$ cat config.mk
export PLATFORM = sky130hd
export DESIGN_NAME = mem_arbiter_flat
export DESIGN_NICKNAME = d
export VERILOG_FILES = /design/src/rtl/mem_arbiter_if.sv /design/src/rtl/mem_arbiter.sv /design/src/flat_wrapper.sv
export SDC_FILE = /design/constraint.sdc
export NUM_CORES = 1
export LEC_CHECK = 0
export BUFFER_PORTS_ARGS = -buffer_cell sky130_fd_sc_hd__buf_4
export CORE_AREA = 2 2 109 111
export DETAILED_ROUTE_END_ITERATION = 8
export DIE_AREA = 0 0 111 113
export PLACE_DENSITY = 0.68
export SLEW_MARGIN = 40
export SYNTH_ARGS = -nofsm -noshare
export SYNTH_HDL_FRONTEND = slang
export SYNTH_SLANG_ARGS = --single-unit
$ cat constraint.sdc
create_clock -name clk -period 2.7 [get_ports clk]
set_input_delay 0.405 -clock clk [delete_from_list [all_inputs] [get_ports clk]]
set_output_delay 0.405 -clock clk [all_outputs]
set_load 0.03 [all_outputs]
$ cat src/rtl/mem_arbiter_if.sv
// Bus bundle for mem_arbiter: fetch port, load/store port and the shared memory port.
// slave is the arbiter's view; master is the view of the CPU ports plus the memory.
interface mem_arbiter_if;
   logic        i_req;
   logic [31:0] i_addr;
   logic        i_gnt;
   logic        i_rvalid;
   logic [31:0] i_rdata;
   logic        d_req;
   logic        d_we;
   logic [31:0] d_addr;
   logic [31:0] d_wdata;
   logic [3:0]  d_wstrb;
   logic        d_gnt;
   logic        d_rvalid;
   logic [31:0] d_rdata;
   logic        m_en;
   logic        m_we;
   logic [31:0] m_addr;
   logic [31:0] m_wdata;
   logic [3:0]  m_wstrb;
   logic [31:0] m_rdata;
   logic        busy;

   modport slave (
      input  i_req, i_addr, d_req, d_we, d_addr, d_wdata, d_wstrb, m_rdata,
      output i_gnt, i_rvalid, i_rdata, d_gnt, d_rvalid, d_rdata,
             m_en, m_we, m_addr, m_wdata, m_wstrb, busy
   );

   modport master (
      output i_req, i_addr, d_req, d_we, d_addr, d_wdata, d_wstrb, m_rdata,
      input  i_gnt, i_rvalid, i_rdata, d_gnt, d_rvalid, d_rdata,
             m_en, m_we, m_addr, m_wdata, m_wstrb, busy
   );
endinterface

$ cat src/rtl/mem_arbiter.sv
// Shares one fixed-latency single-port memory between the fetch and load/store ports.
// Define ARB_RR_EN for round-robin conflict resolution; otherwise data has fixed priority.
module mem_arbiter #(
   parameter int MEM_LAT = 2
) (
   input  logic          clk,
   input  logic          reset,
   mem_arbiter_if.slave  bus
);
   typedef enum logic [1:0] {
      IDLE  = 2'd0,
      ISSUE = 2'd1,
      WAIT  = 2'd2,
      RESP  = 2'd3
   } state_t;

   state_t      state_q;
   logic [3:0]  cnt_q;
   logic        owner_q;
   logic        we_q;
   logic        i_rvalid_q;
   logic        d_rvalid_q;
   logic        busy_q;
   logic        m_en_q;
   logic        m_we_q;
   logic [31:0] m_addr_q;
   logic [31:0] m_wdata_q;
   logic [3:0]  m_wstrb_q;
   logic        grant_ok_d;
   logic        pick_d_d;
   logic        i_gnt_d;
   logic        d_gnt_d;
`ifdef ARB_RR_EN
   logic        last_d_q;
`endif

   // Grant decision; gated by reset so no grant is visible while reset is held.
   always_comb begin
      grant_ok_d = reset && ((state_q == IDLE) || (state_q == RESP));
`ifdef ARB_RR_EN
      pick_d_d   = bus.d_req && (!bus.i_req || !last_d_q);
`else
      pick_d_d   = bus.d_req;
`endif
      d_gnt_d    = grant_ok_d && pick_d_d;
      i_gnt_d    = grant_ok_d && bus.i_req && !pick_d_d;
   end

   // Transaction FSM with registered memory strobes, response flags and busy.
   always_ff @(posedge clk or negedge reset) begin
      if (!reset) begin
         state_q    <= IDLE;
         cnt_q      <= 4'd0;
         owner_q    <= 1'b0;
         we_q       <= 1'b0;
         i_rvalid_q <= 1'b0;
         d_rvalid_q <= 1'b0;
         busy_q     <= 1'b0;
         m_en_q     <= 1'b0;
         m_we_q     <= 1'b0;
         m_addr_q   <= 32'd0;
         m_wdata_q  <= 32'd0;
         m_wstrb_q  <= 4'd0;
`ifdef ARB_RR_EN
         last_d_q   <= 1'b1;
`endif
      end else begin
         m_en_q     <= 1'b0;
         m_we_q     <= 1'b0;
         i_rvalid_q <= 1'b0;
         d_rvalid_q <= 1'b0;
         case (state_q)
            IDLE, RESP: begin
               if (i_gnt_d || d_gnt_d) begin
                  state_q   <= ISSUE;
                  busy_q    <= 1'b1;
                  m_en_q    <= 1'b1;
                  owner_q   <= d_gnt_d;
                  we_q      <= d_gnt_d && bus.d_we;
                  m_we_q    <= d_gnt_d && bus.d_we;
                  m_addr_q  <= d_gnt_d ? bus.d_addr  : bus.i_addr;
                  m_wdata_q <= d_gnt_d ? bus.d_wdata : 32'd0;
                  m_wstrb_q <= d_gnt_d ? bus.d_wstrb : 4'd0;
`ifdef ARB_RR_EN
                  last_d_q  <= d_gnt_d;
`endif
               end else begin
                  state_q <= IDLE;
                  busy_q  <= 1'b0;
               end
            end
            ISSUE: begin
               if (MEM_LAT == 1) begin
                  state_q    <= RESP;
                  i_rvalid_q <= !owner_q;
                  d_rvalid_q <= owner_q;
               end else begin
                  state_q <= WAIT;
                  cnt_q   <= 4'(MEM_LAT - 2);
               end
            end
            WAIT: begin
               if (cnt_q == 4'd0) begin
                  state_q    <= RESP;
                  i_rvalid_q <= !owner_q;
                  d_rvalid_q <= owner_q;
               end else begin
                  cnt_q <= cnt_q - 4'd1;
               end
            end
            default: begin
               state_q <= IDLE;
               busy_q  <= 1'b0;
            end
         endcase
      end
   end

   // Read data is not registered: memory data arrives exactly in the RESP cycle.
   assign bus.i_gnt    = i_gnt_d;
   assign bus.d_gnt    = d_gnt_d;
   assign bus.i_rvalid = i_rvalid_q;
   assign bus.d_rvalid = d_rvalid_q;
   assign bus.i_rdata  = i_rvalid_q ? bus.m_rdata : 32'd0;
   assign bus.d_rdata  = (d_rvalid_q && !we_q) ? bus.m_rdata : 32'd0;
   assign bus.m_en     = m_en_q;
   assign bus.m_we     = m_we_q;
   assign bus.m_addr   = m_addr_q;
   assign bus.m_wdata  = m_wdata_q;
   assign bus.m_wstrb  = m_wstrb_q;
   assign bus.busy     = busy_q;
endmodule

$ cat src/flat_wrapper.sv
// flat-port wrapper written by rule: the top's interface ports become plain ports
module mem_arbiter_flat 
#(
   parameter int MEM_LAT = 2
)
  (clk, reset, bus_i_req, bus_i_addr, bus_d_req, bus_d_we, bus_d_addr, bus_d_wdata, bus_d_wstrb, bus_m_rdata, bus_i_gnt, bus_i_rvalid, bus_i_rdata, bus_d_gnt, bus_d_rvalid, bus_d_rdata, bus_m_en, bus_m_we, bus_m_addr, bus_m_wdata, bus_m_wstrb, bus_busy);
  mem_arbiter_if bus_i ();
  input  logic clk;
  input  logic reset;
  input wire logic [$bits(bus_i.i_req)-1:0] bus_i_req;
  input wire logic [$bits(bus_i.i_addr)-1:0] bus_i_addr;
  input wire logic [$bits(bus_i.d_req)-1:0] bus_d_req;
  input wire logic [$bits(bus_i.d_we)-1:0] bus_d_we;
  input wire logic [$bits(bus_i.d_addr)-1:0] bus_d_addr;
  input wire logic [$bits(bus_i.d_wdata)-1:0] bus_d_wdata;
  input wire logic [$bits(bus_i.d_wstrb)-1:0] bus_d_wstrb;
  input wire logic [$bits(bus_i.m_rdata)-1:0] bus_m_rdata;
  output wire logic [$bits(bus_i.i_gnt)-1:0] bus_i_gnt;
  output wire logic [$bits(bus_i.i_rvalid)-1:0] bus_i_rvalid;
  output wire logic [$bits(bus_i.i_rdata)-1:0] bus_i_rdata;
  output wire logic [$bits(bus_i.d_gnt)-1:0] bus_d_gnt;
  output wire logic [$bits(bus_i.d_rvalid)-1:0] bus_d_rvalid;
  output wire logic [$bits(bus_i.d_rdata)-1:0] bus_d_rdata;
  output wire logic [$bits(bus_i.m_en)-1:0] bus_m_en;
  output wire logic [$bits(bus_i.m_we)-1:0] bus_m_we;
  output wire logic [$bits(bus_i.m_addr)-1:0] bus_m_addr;
  output wire logic [$bits(bus_i.m_wdata)-1:0] bus_m_wdata;
  output wire logic [$bits(bus_i.m_wstrb)-1:0] bus_m_wstrb;
  output wire logic [$bits(bus_i.busy)-1:0] bus_busy;
  assign bus_i.i_req = bus_i_req;
  assign bus_i.i_addr = bus_i_addr;
  assign bus_i.d_req = bus_d_req;
  assign bus_i.d_we = bus_d_we;
  assign bus_i.d_addr = bus_d_addr;
  assign bus_i.d_wdata = bus_d_wdata;
  assign bus_i.d_wstrb = bus_d_wstrb;
  assign bus_i.m_rdata = bus_m_rdata;
  assign bus_i_gnt = bus_i.i_gnt;
  assign bus_i_rvalid = bus_i.i_rvalid;
  assign bus_i_rdata = bus_i.i_rdata;
  assign bus_d_gnt = bus_i.d_gnt;
  assign bus_d_rvalid = bus_i.d_rvalid;
  assign bus_d_rdata = bus_i.d_rdata;
  assign bus_m_en = bus_i.m_en;
  assign bus_m_we = bus_i.m_we;
  assign bus_m_addr = bus_i.m_addr;
  assign bus_m_wdata = bus_i.m_wdata;
  assign bus_m_wstrb = bus_i.m_wstrb;
  assign bus_busy = bus_i.busy;
  mem_arbiter #(.MEM_LAT(MEM_LAT)) u_core (.clk(clk), .reset(reset), .bus(bus_i));
endmodule
## Word-level counts from Yosys, hierarchy flattened

Cells that the tools add are included.

| word-level totals | value |
|---|---|
| register bits | 81 |
| bits of input ports | 137 |
| output and inout port bits | 139 |
| logic and storage cells | 53 |

| cells by class | value |
|---|---|
| $add $sub $neg | 1 |
| eq/ne operators | 5 |
| muxes and demuxes | 18 |
| reductions and logical operators | 17 |

Operators with widths:

| kind | number |
|---|---|
| two-way mux 32 bit | 4 |
| two-way mux 1 bit | 9 |
| two-way mux 4 bit | 2 |
| case mux 4 bit (2 select lines) | 1 |
| logical AND 1 bit | 6 |
| case mux 2 bit (3 select lines) | 1 |
| == test 2 bit (second input constant) | 2 |
| logical NOT 4 bit | 1 |
| AND reduction 2 bit | 2 |
| subtractor 4 x 1 -> 4 bit (second input constant) | 1 |
| logical NOT 1 bit | 3 |
| == test 2 x 1 -> 1 bit (second input constant) | 1 |
| logical NOT 2 bit | 1 |
| logical OR 1 bit | 2 |
| two-way mux 2 bit | 1 |
| != test 2 x 1 -> 1 bit (second input constant) | 1 |
| != test 2 bit (second input constant) | 1 |
| nonzero test 2 bit | 1 |
| OR reduction 2 bit | 1 |

## Depth between registers and ports, before layout

Gate-level depths: netlist of run 1.

| depth | value |
|---|---|
| depth after elaboration | 8 |
| gate-level depth with buffers | 7 |
| gate-level depth less buffers | 6 |

## Worst setup path after synthesis of run 1

Ideal clock, no wire load.

| timing path | value |
|---|---|
| kind | flip-flop to output port |
| from | reg u_core.state_q[0] |
| to | out bus_d_gnt |
| arrival time | 1,380 ps |
| required time | 2,295 ps |
| setup slack | 915 ps |
| stages on the path, launching flop included | 6 |
| buffers on the path | 2 |
| cell sequence | dfrtp_1 -> inv_1 -> ha_1 -> and3_1 -> clkbuf_1 -> buf_2 |

| on the way | value |
|---|---|
| longest elaborated chain between the ends | 4 |
| elaborated cells on any way between the ends | 5 |
| those cells by class | eq/ne (1); reduce/logical (4) |

Ends and longest elaborated chain:

| what | RTL line | RTL |
|---|---|---|
| from (decl) | mem_arbiter.sv:17 | `state_t state_q;` |
| from (signal assigned) | mem_arbiter.sv:52 | `state_q <= IDLE;` |
| from (signal assigned) | mem_arbiter.sv:75 | `state_q <= ISSUE;` |
| from (signal assigned) | mem_arbiter.sv:88 | `state_q <= IDLE;` |
| == test 2 bit or logical NOT 2 bit (tied branches) | mem_arbiter.sv:39 | `grant_ok_d = reset && ((state_q == IDLE) \|\| (state_q == RESP));` |
| logical OR 1 bit * | mem_arbiter.sv:39 |  |
| logical AND 1 bit * | mem_arbiter.sv:39 |  |
| logical AND 1 bit * | mem_arbiter.sv:45 | `d_gnt_d = grant_ok_d && pick_d_d;` |
| to (decl) | flat_wrapper.sv:21 | `output wire logic [$bits(bus_i.d_gnt)-1:0] bus_d_gnt;` |

Every way passes the cells marked *; elsewhere a longest branch is shown, timed or not.

## Worst setup path after layout of run 1

Same ends and word-level chain as after synthesis.

==> flow_summary.json, run 1 <==
{
  "yosys_warnings": 0,
  "ant_nets": 0,
  "cts_buffer_depth": 2,
  "globalRoute.busiestLayer": "met2",
  "rows": 39,
  "syn_to_final_growth_pct": 63.91,
  "grt_pass1_vias": 3907,
  "syn_nets": 495,
  "cp.depth": 4,
  "design.core.area_mm2": 0.01127,
  "antenna_found_initial": 0,
  "syn_area_per_cell_um2": 10.82,
  "numCtsBuffers": 9,
  "irDropWorstVdd_mv": 0.6458,
  "r2r_end": "u_core.bus.m_addr[12]",
  "synth_cells": 354,
  "cp_data_required_time_ns": 2.30,
  "initial_core_util_pct": 33.99,
  "synth_top_area_share_pct": 52.91,
  "ios": 276,
  "status": "finished clean",
  "htree_levels": 3,
  "cpMaxStageDelayCell": "and3_2",
  "dieArea_mm2": 0.01254,
  "ys_seq_area_share_pct": 52.91,
  "fin_worst_skew_ns": 0.01053,
  "path_class": "reg -> out",
  "cts-root-buf": "clkbuf_16",
  "met3_usage_pct": 4.821,
  "rsz0062_at_grt": "no",
  "setup.worst_path.end_class": "output port",
  "period_share_pct": 83.04,
  "min_path_type": "in -> reg",
  "layout.nets": 757,
  "dr_total_vias": 3876,
  "tns_ns": 0,
  "rrSetupSlack_ns": 0.52,
  "met1_usage_pct": 24.93,
  "cellLeakagePower_nw": 3.294,
  "cts.repair.resized": 0,
  "crit_family": "simple AND/OR/NAND/NOR gates",
  "wirelength_mm": 13.17,
  "cp-startpoint": "u_core.state_q[0]",
  "synth_area_leaders": "dfrtp_1, and2_1, a22o_1",
  "gp_congestion": 0.9308,
  "nFillCells": 1006,
  "crit_chain": "inv_1 > ha_1 > and3_2 > buf_4",
  "synth_seq_cells": 81,
  "p_per_area_mw_per_mm2": 1275,
  "die_h_um": 113,
  "drv_slew": 0,
  "clock-sinks": 81,
  "wl_per_cell_um": 17.26,
  "clk_pin_slew_worst_paths_ns": 0.06,
  "crit_path_end": "bus_d_gnt",
  "fmax_mhz": 446.0,
  "worstPathArrival_ns": 1.84,
  "synth_common_cells": "dfrtp_1, and2_1, a22o_1",
  "drive_gt1_share_pct": 48.71,
  "ys.flop_type": "dfrtp_1",
  "period_minus_slack_ns": 2.242,
  "synth_edf_count": 0,
  "grt_max_degree": 56,
  "grt_overflow_total": 0,
  "drt_iter0_drc": 250,
  "finalSetupViolCount": 0,
  "slew_headroom_pct": 51.81,
  "yosysUniqueCellTypes": 31,
  "synthArstFlopShare_pct": 100.0,
  "port_buffers": 275,
  "die-width_um": 111,
  "tightest_slew_ns": 0.7229,
  "maxCapViolCount": 0,
  "start_kind": "flop",
  "cts_tree": "built",
  "clkLatencyLatePin_ns": 0.33,
  "dr.pass1.iters": 4,
  "r2r-start": "u_core.state_q[0]",
  "multi_input_area_mm2": 0.001635,
  "routed_via_density": 5.080,
  "grt_pass1_wl_mm": 20.33,
  "hold_viol": 0,
  "grt_use_total_pct": 20.13,
  "synth_area_mm2": 0.003831,
  "power_mw": 8.004,
  "critPathMaxFanout": 17,
  "synth.most_common_cell": "dfrtp_1",
  "crit_buf_inv": 2,
  "n_antenna_cell": 0,
  "use_met2_pct": 34.85,
  "critPathMaxStageDelay_ns": 0.46,
  "yosysTopAreaCell": "dfrtp_1",
  "seqCellArea_mm2": 0.002027,
  "dp_hpwl_mm": 10.01,
  "r2r_cells": 6,
  "drc": 0
}
==> what timing repair did <==
action,4_1_cts,5_1_grt
hold buffers,1,0
buffers inserted,0,0
hold endpoints to repair,4,0
==> per-layer routing <==
layer  share of wire (%)  vias to the layer above
met5                   0                        -
met4                 1.6                        0
met3                 7.4                       16
met2                  51                      182
met1                  40                     1859
li1                    -                     1819
==> registers in the layout, indices dropped and copies added, names as in the netlist <==
| register | flops |
|---|---|
| u_core.bus.m_we | 1 |
| u_core.owner_q | 1 |
| u_core.cnt_q | 4 |
| u_core.bus.d_rvalid | 1 |
| u_core.we_q | 1 |
| u_core.bus.m_addr | 32 |
| u_core.bus.i_rvalid | 1 |
| u_core.bus.busy | 1 |
| u_core.state_q | 2 |
| u_core.bus.m_wstrb | 4 |
| u_core.bus.m_en | 1 |
| u_core.bus.m_wdata | 32 |
==> how the worst min path moves through the flow <==
| stage | startpoint | end | slack (ns) | depth (start not counted) |
|---|---|---|---|---|
| final | bus_d_wdata[16] | u_core.bus.m_wdata[16] | 0.30 | 2 |
| after global routing | bus_d_wstrb[1] | u_core.bus.m_wstrb[1] | 0.29 | 2 |
| after CTS | bus_d_wdata[16] | u_core.bus.m_wdata[16] | 0.29 | 2 |
| after detailed placement | reset | u_core.state_q[0] | 0.24 | 1 |
| after global placement | reset | u_core.state_q[1] | 0.24 | 1 |
| after floorplan | reset | u_core.bus.busy | 0.11 | 0 |
==> placed cells by master (no fill, tap or decap), drive strengths merged, types with 2 or more instances in the layout <==
master	n
dfrtp	81
nand2b	2
and2	65
a22o	38
o21ai	4
mux2i	2
nand2	33
a22oi	31
nor2	4
a21oi	2
and3	3
a32oi	31
ha	4
inv	8
a21o	2
clkbuf	10
clkinv	2
nor2b	2
buf	282
==> report_power, final <==
group	switching, mW	total, mW	internal (mW)	leakage (nW)
logic	2.74	4.54	1.80	2.15
registers	0.475	2.29	1.81	1.01
clock network	0.471	1.18	0.711	0.139
==> area by class of cell <==
class | instances | area share (%)
inverter | 7 | 0.4184
timing repair buffer | 283 | 33.87
clock buffer | 10 | 3.646
clock inverter | 5 | 0.8966
tap | 143 | 2.849
multi-input combinational | 234 | 26.04
sequential | 81 | 32.28
==> worst register-to-register path: cells and delay by family, from the launching register on <==
kind                     cells  cell delay [ns]
buffers and inverters        2             0.60
AND/OR/NAND/NOR              2             0.57
flip-flops                   1             0.37
AO/OA/AOI/OAI                1             0.19
adder cells (fa/ha/maj)      1             0.39
==> kinds of logic after synthesis <==
family | after synthesis | synth area share [%]
multiplexers | 2 | 0.5226
flip-flops | 81 | 52.91
adder cells (fa/ha/maj) | 4 | 1.306
AND/OR/NAND/NOR | 115 | 16.62
AO/OA/AOI/OAI | 113 | 24.10
buffers and inverters | 39 | 4.540
==> stage by stage <==
stage	instances	utilization (%)	hold slack (ns)	area, um^2	setup WS [ns]
floorplan	354	-	0.1094	3831	0.9148
global placement	747	53.08	0.2411	5983	0.5834
detailed placement	747	53.09	0.2448	5984	0.5475
CTS	763	55.71	0.2869	6280	0.4471
global route	763	55.71	0.2886	6280	0.3637
finish	763	55.71	0.2971	6280	0.4579
(Power assumes the default switching activity.)
==> run 2, diff against run 1 <==
- CORE_AREA: 2 2 109 111 -> unset
- CORE_ASPECT_RATIO: unset -> 0.6
- CORE_UTILIZATION: unset -> 37
- DIE_AREA: 0 0 111 113 -> unset
- PLACE_DENSITY: 0.68 -> 0.77
- clock period: 2.7 -> 2 ns (I/O delays scaled with it)
==> flow_summary.json, run 2 (synthesized netlist as in run 1, its figures left out) <==
{
  "tightest_slew_ns": 0.5816,
  "setup.worst_path.end_class": "output port",
  "cp-startpoint": "u_core.state_q[0]",
  "finalSetupViolCount": 0,
  "p_per_area_mw_per_mm2": 1725,
  "clock-sinks": 81,
  "grt_max_degree": 48,
  "cp_data_required_time_ns": 1.70,
  "drv_slew": 0,
  "r2r-start": "u_core.state_q[0]",
  "grt_pass1_wl_mm": 19.13,
  "period_share_pct": 93.77,
  "dieArea_mm2": 0.01078,
  "tns_ns": 0,
  "wl_per_cell_um": 16.99,
  "rows": 28,
  "r2r_end": "u_core.bus.m_addr[11]",
  "dr.pass1.iters": 4,
  "worstPathArrival_ns": 1.58,
  "hold_viol": 0,
  "grt_pass1_vias": 3675,
  "dr_total_vias": 3933,
  "syn_to_final_growth_pct": 66.13,
  "slew_headroom_pct": 61.23,
  "die-width_um": 133.4,
  "wirelength_mm": 12.96,
  "htree_levels": 3,
  "hp-start": "bus_d_wdata[21]",
  "min_path_type": "in -> reg",
  "grt_overflow_total": 0,
  "r2r_cells": 7,
  "irDropWorstVdd_mv": 0.9644,
  "drt_iter0_drc": 193,
  "fin_hold_ws_ns": 0.1845,
  "crit_path_end": "bus_i_gnt",
  "layout.nets": 764,
  "clk_pin_slew_worst_paths_ns": 0.07,
  "n_antenna_cell": 0,
  "fin_worst_skew_ns": 0.007589,
  "routed_via_density": 5.155,
  "dpl_cell_area_mm2": 0.006043,
  "drc": 0,
  "rrSetupSlack_ns": 0.24,
  "critPathMaxFanout": 8,
  "die_h_um": 80.82,
  "numCtsBuffers": 9,
  "dp_hpwl_mm": 9.865,
  "ant_nets": 0,
  "initial_core_util_pct": 38.51,
  "fmax_mhz": 533.2,
  "grt_use_total_pct": 22.98,
  "cts_tree": "built",
  "period_minus_slack_ns": 1.875,
  "cts-root-buf": "clkbuf_16",
  "design.core.area_mm2": 0.009950,
  "clkLatencyLatePin_ns": 0.33,
  "cts_buffer_depth": 2,
  "antenna_found_initial": 0,
  "nFillCells": 828,
  "rsz0062_at_grt": "no",
  "status": "finished clean",
  "design_area_mm2": 0.006365,
  "most-common-layout-cells": "buf_4, dfrtp_1, and2_1, a22o_1, nand2_1",
  "ios": 276,
  "cellLeakagePower_nw": 3.341,
  "drive_gt1_share_pct": 49.36,
  "maxCapViolCount": 0,
  "path_class": "reg -> out",
  "gp_congestion": 0.8632,
  "port_buffers": 275,
  "start_kind": "flop",
  "layout_commonest_cell": "buf_4"
}
-- run 2: cell types whose count changed in the layout (fill, tap and decap cells not counted), sizes merged --
cell    before  now
clkinv       2    4
buf        282  289
inv          8    7
-- run 2: through the flow --
step                      setup slack, ns  utilization, %  instances  power [mW]
after floorplan                    0.3198               -        354       6.830
after global placement             0.2888           60.74        745       9.215
after detailed placement           0.2097           60.74        745       9.360
after CTS                         0.04343           63.95        763       11.04
after global routing              0.02628           63.97        763       11.57
final                              0.1246           63.97        763       10.98
-- run 2: how the worst min path moves through the flow --
stage	slack [ns]	endpoint	cells after the start
2_1_floorplan	0.004	u_core.bus.busy	0
3_3_place_gp	0.16	u_core.bus.busy	1
3_5_place_dp	0.17	u_core.bus.m_en	1
4_1_cts	0.18	u_core.bus.m_wdata[12]	2
5_1_grt	0.17	u_core.bus.m_wdata[14]	2
6_report	0.18	u_core.bus.m_wdata[21]	2
-- run 2: cell type report --
type	count	area, um^2	area share, %
Timing Repair Buffer	290	2205	34.64
Inverter	7	26.28	0.4128
Clock buffer	10	229.0	3.597
Multi-Input combinational cell	234	1640	25.77
Clock inverter	6	68.82	1.081
Tap cell	135	168.9	2.654
Sequential cell	81	2027	31.85
-- run 2: critical path, cell delays in order (launching register included) --
cell	delay, ns
dfrtp_1	0.37
inv_1	0.06
ha_2	0.40
nand3_1	0.13
nor2_1	0.12
buf_4	0.17
-- run 2: timing repair --
item	CTS	global route
buffers inserted	1	0
gates cloned	0	0
pin swaps	1	0
endpoints found under the setup margin	1	2
hold endpoints to repair	10	0
hold buffers	1	0
gates resized for setup	1	1
-- run 2: report_power, final --
| part | switching, mW | internal [mW] | total [mW] |
|---|---|---|---|
| clock network | 0.657 | 0.971 | 1.63 |
| registers | 0.575 | 2.45 | 3.02 |
| logic | 3.80 | 2.53 | 6.33 |
| total | 5.03 | 5.95 | 11.0 |
-- run 2: layer usage --
layer	vias up	share of wire, %	GRT usage [%]	wire (um)
met5	-	0	0	0
met4	0	1.0	7.045	133
met3	8	7.2	6.305	933
met2	164	50	39.64	6526
met1	1923	41	28.43	5368
li1	1838	-	-	-
==> run 3, diff against run 2 <==
- ABC_AREA: unset -> 1
- PLACE_DENSITY: 0.77 -> 0.76
==> flow_summary.json, run 3 <==
{
  "r2r_cells": 8,
  "period_minus_slack_ns": 1.912,
  "p_switching_mw": 4.768,
  "dr_total_vias": 4306,
  "yosys_warnings": 0,
  "finalSetupViolCount": 0,
  "clk_pin_slew_worst_paths_ns": 0.07,
  "most-common-layout-cells": "buf_4, nand2_1, dfrtp_1, inv_1, nor2_1",
  "ys_seq_area_share_pct": 51.77,
  "syn_nets": 663,
  "cellLeakagePower_nw": 3.842,
  "crit_chain": "inv_1 > ha_4 > nand3_4 > inv_8 > buf_4",
  "rrSetupSlack_ns": 0.17,
  "hold_viol": 0,
  "worstPathArrival_ns": 1.61,
  "wl_per_cell_um": 14.00,
  "grt_max_degree": 75,
  "dp_hpwl_mm": 10.14,
  "die_h_um": 81.68,
  "critPathMaxFanout": 14,
  "design_area_mm2": 0.006427,
  "ant_nets": 0,
  "crit_buf_inv": 3,
  "synth_edf_count": 0,
  "cpMaxStageDelayCell": "dfrtp_1",
  "cts_buffer_depth": 2,
  "fin_worst_skew_ns": 0.008924,
  "grt_pass1_wl_mm": 19.71,
  "r2r-start": "u_core.state_q[0]",
  "dpl_cell_area_mm2": 0.006100,
  "synth_area_mm2": 0.003915,
  "cp_data_required_time_ns": 1.70,
  "fmax_mhz": 522.9,
  "fin_hold_ws_ns": 0.1618,
  "critPathMaxStageDelay_ns": 0.36,
  "grt_use_total_pct": 23.42,
  "gp_congestion": 0.8985,
  "drt_iter0_drc": 220,
  "p_sw_share_pct": 47.42,
  "status": "finished clean",
  "maxCapViolCount": 0,
  "drive_gt1_share_pct": 38.83,
  "initial_core_util_pct": 38.94,
  "yosysUniqueCellTypes": 22,
  "path_class": "reg -> out",
  "routed_via_density": 4.600,
  "numCtsBuffers": 9,
  "combPwrFrac_pct": 55.5,
  "ys.flop_type": "dfrtp_1",
  "grt_overflow_total": 0,
  "syn_to_final_growth_pct": 64.17,
  "tns_ns": 0,
  "synth.most_common_cell": "nand2_1",
  "port_buffers": 275,
  "clkLatencyLatePin_ns": 0.33,
  "drc": 0,
  "cp-startpoint": "u_core.state_q[0]",
  "dr.pass1.iters": 4,
  "place_ws_ns": 0.1407,
  "drv_slew": 0,
  "rsz0062_at_grt": "yes",
  "period_share_pct": 95.62,
  "synth_top_area_share_pct": 51.77,
  "synth_area_leaders": "dfrtp_1, nand2_1, inv_1",
  "die-width_um": 134.8,
  "p_seq_share_pct": 28.9,
  "crit_family": "buffers and inverters",
  "cts_tree": "built",
  "slew_headroom_pct": 55.89,
  "min_path_type": "in -> reg",
  "p_per_area_mw_per_mm2": 1564,
  "worst_slack_ns": 0.08766,
  "post_cts_buffers": 0,
  "irDropWorstVdd_mv": 0.9295,
  "layout.nets": 937,
  "cts-root-buf": "clkbuf_16",
  "antenna_found_initial": 0,
  "start_kind": "flop",
  "rows": 28,
  "grt_pass1_vias": 4113,
  "cp.depth": 5,
  "htree_levels": 3,
  "hp-start": "bus_d_wdata[25]",
  "synth_seq_cells": 81,
  "dieArea_mm2": 0.01101,
  "r2r_end": "u_core.bus.m_wdata[26]",
  "power_mw": 10.05,
  "internal_power_mw": 5.286,
  "setup.worst_path.end_class": "output port",
  "clock-sinks": 81,
  "layout_commonest_cell": "buf_4",
  "synthArstFlopShare_pct": 100.0,
  "synth_cells": 522,
  "yosysTopAreaCell": "dfrtp_1",
  "crit_path_end": "bus_d_gnt",
  "n_antenna_cell": 0,
  "syn_area_per_cell_um2": 7.500,
  "design.core.area_mm2": 0.01005,
  "tightest_slew_ns": 0.6617,
  "synth_common_cells": "nand2_1, dfrtp_1, inv_1",
  "wirelength_mm": 13.10,
  "ios": 276,
  "pwr-share-clk_pct": 15.6
}
run 3: cell types whose count changed after synthesis, moves of 10 or more:
cell / previous run / this run
inv_1: 7 / 74
clkbuf_1: 20 / 10
nand2_1: 32 / 184
nor2_1: 4 / 69
o21ai_0: 4 / 37
and2_1: 65 / 0
o21ai_1: 0 / 13
a32oi_1: 31 / 0
a21oi_1: 2 / 19
a22oi_1: 31 / 0
a22o_1: 38 / 0
run 3: cell families (layout without fill, tap and decap cells):
logic type      Yosys count  in the layout  synth area share [%]
fa+ha+maj                 4              4                 1.278
simple gates            262            262                 25.82
xor+xnor                  1              1                0.2238
buf+inv                 102            381                 11.57
flops                    81             81                 51.77
compound gates           72             72                 9.332
run 3: area by class of cell:
| type | instances | area, um^2 |
|---|---|---|
| clock buffer | 9 | 225.2 |
| clock inverter | 7 | 58.81 |
| fill | 872 | 3627 |
| inverter | 76 | 292.8 |
| multi-input combinational | 339 | 1453 |
| sequential | 81 | 2027 |
| tap | 135 | 168.9 |
| timing repair buffer | 289 | 2202 |
run 3: worst min path at each step:
stage,to,depth (start not counted)
after floorplan,u_core.bus.busy,0
after global placement,u_core.bus.busy,1
after detailed placement,u_core.state_q[1],1
after CTS,u_core.bus.m_wdata[25],3
after global routing,u_core.bus.m_wdata[11],3
final,u_core.bus.m_wdata[25],3
run 3: worst min-delay path, delay by kind of cell:
family	cells	cell delay, ns
simple gates	2	0.09
buf+inv	1	0.07
run 3: timing repair:
| action | 4_1_cts | 5_1_grt |
|---|---|---|
| pin swaps | 0 | 1 |
| setup endpoints to repair | 2 | 2 |
| hold buffers | 1 | 0 |
| gates cloned | 0 | 1 |
| resized for setup | 5 | 2 |
| hold endpoints to repair | 7 | 0 |
run 3: power by group through the flow:
stage | combinational (mW) | clock [mW] | sequential (mW)
2_1_floorplan | 2.07 | 0 | 4.22
3_3_place_gp | 5.40 | 0 | 2.89
3_5_place_dp | 5.56 | 0 | 2.90
4_1_cts | 5.60 | 1.61 | 2.90
5_1_grt | 6.03 | 1.67 | 2.99
6_report | 5.58 | 1.57 | 2.90
run 3: layer usage:
| layer | part of all wire (%) | GRT usage [%] |
|---|---|---|
| met1 | 39 | 27.09 |
| met2 | 50 | 41.96 |
| met3 | 8.8 | 6.481 |
| met4 | 1.9 | 8.989 |
| met5 | 0 | 0 |
run 3: through the flow:
stage / std cells / utilization [%]
after floorplan: 522 / -
after global placement: 918 / 60.63
after detailed placement: 918 / 60.66
after CTS: 935 / 63.80
after global routing: 936 / 63.92
final: 936 / 63.92
